==> src/rtl/dbus_demux.sv <==
// Data-side bus splitter: one CPU load/store port routed by address to DM (slave 0)
// or the MMIO window (slave 1), with per-request timeout and error completion.
`timescale 1ns/1ps
module dbus_demux #(
    parameter logic [31:0] DM_SIZE  = 32'h0000_3000,
    parameter logic [31:0] IO_BASE  = 32'h0000_7F00,
    parameter logic [31:0] IO_SIZE  = 32'h0000_0100,
    parameter int          TIMEOUT  = 16,
    parameter logic [31:0] ERR_DATA = 32'hDEAD_BEEF
) (
    input  logic        clk,
    input  logic        rst,
    input  logic        cpu_req,
    input  logic        cpu_we,
    input  logic [31:0] cpu_addr,
    input  logic [31:0] cpu_wdata,
    input  logic [3:0]  cpu_be,
    output logic        cpu_ack,
    output logic [31:0] cpu_rdata,
    output logic        cpu_err,
    output logic        cpu_busy,
    output logic        s0_stb,
    output logic        s1_stb,
    output logic        s_we,
    output logic [31:0] s_addr,
    output logic [31:0] s_wdata,
    output logic [3:0]  s_be,
    input  logic        s0_ack,
    input  logic        s1_ack,
    input  logic [31:0] s0_rdata,
    input  logic [31:0] s1_rdata
);
    localparam int CW = $clog2(TIMEOUT) + 1;
    localparam logic [CW-1:0] CNT_LAST = CW'(TIMEOUT - 1);

    // 33-bit window bounds so IO_BASE+IO_SIZE cannot wrap around zero
    localparam logic [32:0] DM_END = {1'b0, DM_SIZE};
    localparam logic [32:0] IO_LO  = {1'b0, IO_BASE};
    localparam logic [32:0] IO_HI  = {1'b0, IO_BASE} + {1'b0, IO_SIZE};

    typedef enum logic [1:0] {IDLE, BUSY, DONE} state_t;

    state_t        state_reg, state_next;
    logic          sel_reg, sel_next;
    logic [CW-1:0] cnt_reg, cnt_next;
    logic          we_reg, we_next;
    logic [31:0]   addr_reg, addr_next;
    logic [31:0]   wdata_reg, wdata_next;
    logic [3:0]    be_reg, be_next;
    logic [31:0]   rdata_reg, rdata_next;
    logic          err_reg, err_next;

    logic [32:0] addr33;
    logic        hit_dm, hit_io;
    logic        slv_ack;
    logic [31:0] slv_rdata;
    logic [1:0]  stb_vec;

    // The window is decoded as the request is latched; the chosen slave is held in sel_reg
    assign addr33 = {1'b0, cpu_addr};
    assign hit_dm = (addr33 < DM_END);
    assign hit_io = (addr33 >= IO_LO) && (addr33 < IO_HI);

    assign slv_ack   = sel_reg ? s1_ack   : s0_ack;
    assign slv_rdata = sel_reg ? s1_rdata : s0_rdata;

    always_ff @(posedge clk) begin
        if (rst) begin
            state_reg <= IDLE;
            sel_reg   <= 1'b0;
            cnt_reg   <= '0;
            we_reg    <= 1'b0;
            addr_reg  <= '0;
            wdata_reg <= '0;
            be_reg    <= '0;
            rdata_reg <= '0;
            err_reg   <= 1'b0;
        end else begin
            state_reg <= state_next;
            sel_reg   <= sel_next;
            cnt_reg   <= cnt_next;
            we_reg    <= we_next;
            addr_reg  <= addr_next;
            wdata_reg <= wdata_next;
            be_reg    <= be_next;
            rdata_reg <= rdata_next;
            err_reg   <= err_next;
        end
    end

    always_comb begin
        state_next = state_reg;
        sel_next   = sel_reg;
        cnt_next   = cnt_reg;
        we_next    = we_reg;
        addr_next  = addr_reg;
        wdata_next = wdata_reg;
        be_next    = be_reg;
        rdata_next = rdata_reg;
        err_next   = err_reg;
        case (state_reg)
            IDLE: begin
                cnt_next = '0;
                if (cpu_req) begin
                    we_next    = cpu_we;
                    addr_next  = cpu_addr;
                    wdata_next = cpu_wdata;
                    be_next    = cpu_be;
                    if (hit_dm || hit_io) begin
                        sel_next   = hit_io;
                        state_next = BUSY;
                    end else begin
                        err_next   = 1'b1;
                        rdata_next = ERR_DATA;
                        state_next = DONE;
                    end
                end
            end
            BUSY: begin
                if (slv_ack) begin
                    err_next   = 1'b0;
                    rdata_next = we_reg ? 32'h0 : slv_rdata;
                    cnt_next   = '0;
                    state_next = DONE;
                end else if (cnt_reg == CNT_LAST) begin
                    err_next   = 1'b1;
                    rdata_next = ERR_DATA;
                    cnt_next   = '0;
                    state_next = DONE;
                end else begin
                    cnt_next = cnt_reg + CW'(1);
                end
            end
            DONE: begin
                cnt_next   = '0;
                state_next = IDLE;
            end
            default: state_next = IDLE;
        endcase
    end

    generate
        for (genvar gi = 0; gi < 2; gi++) begin : g_stb
            assign stb_vec[gi] = (state_reg == BUSY) && (sel_reg == gi[0]);
        end
    endgenerate

    assign s0_stb    = stb_vec[0];
    assign s1_stb    = stb_vec[1];
    assign s_we      = we_reg;
    assign s_addr    = addr_reg;
    assign s_wdata   = wdata_reg;
    assign s_be      = be_reg;
    assign cpu_ack   = (state_reg == DONE);
    assign cpu_err   = (state_reg == DONE) && err_reg;
    assign cpu_rdata = rdata_reg;
    assign cpu_busy  = (state_reg != IDLE);
endmodule

==> config.mk <==
export PLATFORM = sky130hd
export DESIGN_NAME = dbus_demux
export DESIGN_NICKNAME = d
export VERILOG_FILES = /design/src/rtl/dbus_demux.sv
export SDC_FILE = /design/constraint.sdc
export NUM_CORES = 1
export LEC_CHECK = 0
export CAP_MARGIN = 20
export CELL_PAD_IN_SITES_DETAIL_PLACEMENT = 0
export CELL_PAD_IN_SITES_GLOBAL_PLACEMENT = 1
export CORE_MARGIN = 1
export CORE_UTILIZATION = 27
export DETAILED_ROUTE_END_ITERATION = 8
export PLACE_DENSITY_LB_ADDON = 0.1
export SYNTH_ARGS = -nofsm -noshare
export SYNTH_HDL_FRONTEND = slang
export SYNTH_SLANG_ARGS = --single-unit
==> constraint.sdc <==
create_clock -name clk -period 1.8 [get_ports clk]
set_clock_uncertainty 0.05 [all_clocks]
set_input_delay 0.18 -clock clk [delete_from_list [all_inputs] [get_ports clk]]
set_output_delay 0.18 -clock clk [all_outputs]
set_load 0.005 [all_outputs]
==> results.toml <==
[run_status]
outcome = "completed"

[die]
ios = 244
die_h_um = 133
core_um2 = 16700
die_w_um = 133
die-area_um2 = 17800
core.rowCount = 47
start_util_pct = 27.9

[pwr]
internal-power_mw = 4.24
total_power_mw = 5.58
p_comb_share_pct = 18.3
p_sw_mw = 1.34
power_density_nw_per_um2 = 721
vdd_ir_drop_max_mv = 0.558
power.leakage_nw = 2.84
power.share.sequential_pct = 47.2
clkPwrFrac_pct = 34.5
netSwitchingFraction_pct = 24.0

[route]
wire_per_inst_um = 14.3
drt-total-wl_um = 14700
drt-pass1-iter-count = 4
via_count = 4560
drcViolationCount = 0
avgViaCountPerCell = 4.45
drtAntennaViolNets = 0
drt_first_iter_violations = 122

[critical_path]
critPathSlowestCell = "clkdlybuf4s50_1"
crit_chain = "clkdlybuf4s50_1, nor4_2, nand3_1, o31ai_4, buf_12, a211oi_1"
worst-path-buf-inv = 2
crit_path_start_kind = "primary input"
critical_path.max_fanout = 34
arrival_ps = 1890
crit_required_ps = 1970
cp-end-kind = "flip-flop"
crit_path_max_incr_delay_ps = 440
crit_type = "in2reg"
crit_family = "buffers and inverters"

[synthesis]
yosys.area_share.simple_pct = 22.1
yosys_warnings = 0
syn_area_per_cell_um2 = 8.25
synthCells = 564
synth_edf_count = 0
yosysTopAreaCell = "dfxtp_1"
ys_seq_area_share_pct = 47.3
synthAdderAreaFrac_pct = 0.269
muxShareOfSynthArea_pct = 7.64
ys_top_cells_by_area = "dfxtp_1, nand2_1, a21oi_1"
synth.top_cell.area_share_pct = 47.3
synthesis.nets = 703
syn-cell-area_um2 = 4650
async_flop_share_pct = 0
synthDistinctLibCells = 42
synth-xor-area-share_pct = 0
yosysMostFrequentCell = "nand2_1"
synth_top_family_by_area = "simple AND/OR/NAND/NOR gates"
yosys_register_bits = 110
ys.flop_type = "dfxtp_1"
synth-compound-area-share_pct = 16.2
synth_common_cells = "nand2_1, dfxtp_1, a21oi_1"

[placed_design]
portBuffers = 243
dp_hpwl_um = 10500
place_congestion = 0.705
pre_cts_slack_ps = -323
placed_cell_area_um2 = 7410

[layout]
nets = 940
drive_gt1_share_pct = 8.70
finalInstanceArea_um2 = 7750
area_growth_pct = 66.5
num_antenna_cells = 0

[cts]
tritoncts = "yes"
cts.sinks = 110
htree_num_levels = 3
clockRootBuffer = "clkbuf_16"
clockBufferDepth = 2
cts-buffers-inserted = 9
clock_latency_ps = 340
clkTransAtPathRegs_ps = 60

[sta]
maxSlewViolCount = 0
layout_setup_ws_ps = 75.7
finalCritPeriodShare_pct = 95.8
tightest_slew_ps = 454
fmax_ghz = 0.580
tns_ps = 0
max-slew-margin-rel_pct = 69.7
timing.hold.ws_ps = 198
rsz0062_at_grt = "true"
finalSetupViolCount = 0
fin_crit_ps = 1720
finalHoldViolCount = 0

[flow_run]
cap_viol_max_count = 0

[min_path]
hold_class = "in2reg"

[global_routing]
grt_pass1_wl_um = 23400
grtUsageTotal_pct = 16.6
grt_pass1_vias = 4641
grt_max_degree = 63
grt.overflow.total = 0
antenna_found_initial = 0
-- metrics by stage --
stage | cells | utilization (%)
2_1_floorplan | 564 | -
3_3_place_gp | 1008 | 44.4
3_5_place_dp | 1008 | 44.4
4_1_cts | 1025 | 46.3
5_1_grt | 1025 | 46.4
6_report | 1025 | 46.4
-- worst reg2reg max path, stage by stage, from the launching register on --
cell	delay [ps]
dfxtp_1	370
ha_2	220
nand4b_1	160
a31oi_2	240
o31ai_4	120
buf_12	190
a211oi_1	270
-- kinds of logic after synthesis --
| kind of cell | count (synthesis) |
|---|---|
| AO/OA/AOI/OAI | 114 |
| adder cells (fa/ha/maj) | 1 |
| buffers and inverters | 66 |
| flip-flops | 110 |
| multiplexers | 35 |
| AND/OR/NAND/NOR | 238 |
-- layer usage --
metal,vias up,share of wire (%),GRT usage [%]
met5,-,0,0
met3,15,7.5,5.56
met2,134,47,28.4
met1,2074,44,19.5
li1,2337,-,-
met4,0,1.5,4.99
-- area by class of cell --
type / count / area (µm²)
clock buffer: 13 / 270
clock inverter: 2 / 16.3
fill: 1649 / 8950
inverter: 25 / 93.8
multi-input combinational: 388 / 2180
sequential: 110 / 2210
tap: 220 / 275
timing repair buffer: 267 / 2700
-- power groups by stage --
stage	Clock (mW)	Sequential, mW	Combinational [mW]
final	1.93	2.63	1.02
after global routing	2.08	2.65	1.12
after global placement	0	2.69	1.03
after detailed placement	0	2.69	1.03
after floorplan	0	2.70	0.318
after CTS	2.01	2.63	1.04
-- layout by cell type, fill, tap and decap left out, types with 4 or more instances in the layout --
master	instances
nor2b_1	8
clkdlybuf4s50_1	238
a211oi_1	20
mux2i_1	34
a21oi_1	75
buf_4	18
clkbuf_16	9
nand2_1	142
a211oi_2	4
dfxtp_1	107
nand3_1	5
nor2_1	53
buf_12	7
o2bb2ai_2	8
inv_1	25
-- worst paths after layout --
check	start	end	slack, ps	cells past startpoint
worst max register to register	cnt_reg[0]	cpu_rdata[0]	80	6
worst max-delay path	cpu_addr[22]	cpu_rdata[0]	80	6
worst min register to register	cpu_rdata[16]	cpu_rdata[16]	400	2
worst min-delay path	rst	state_reg[1]	200	2
-- timing repair --
item,4_1_cts,5_1_grt
endpoints found under the setup margin,5,27
resized for setup,11,6
pin swaps,0,3
endpoints found under the hold margin,0,0
buffers inserted,2,1
hold buffers,0,0
No activity file was read; power rests on OpenSTA's default activity.
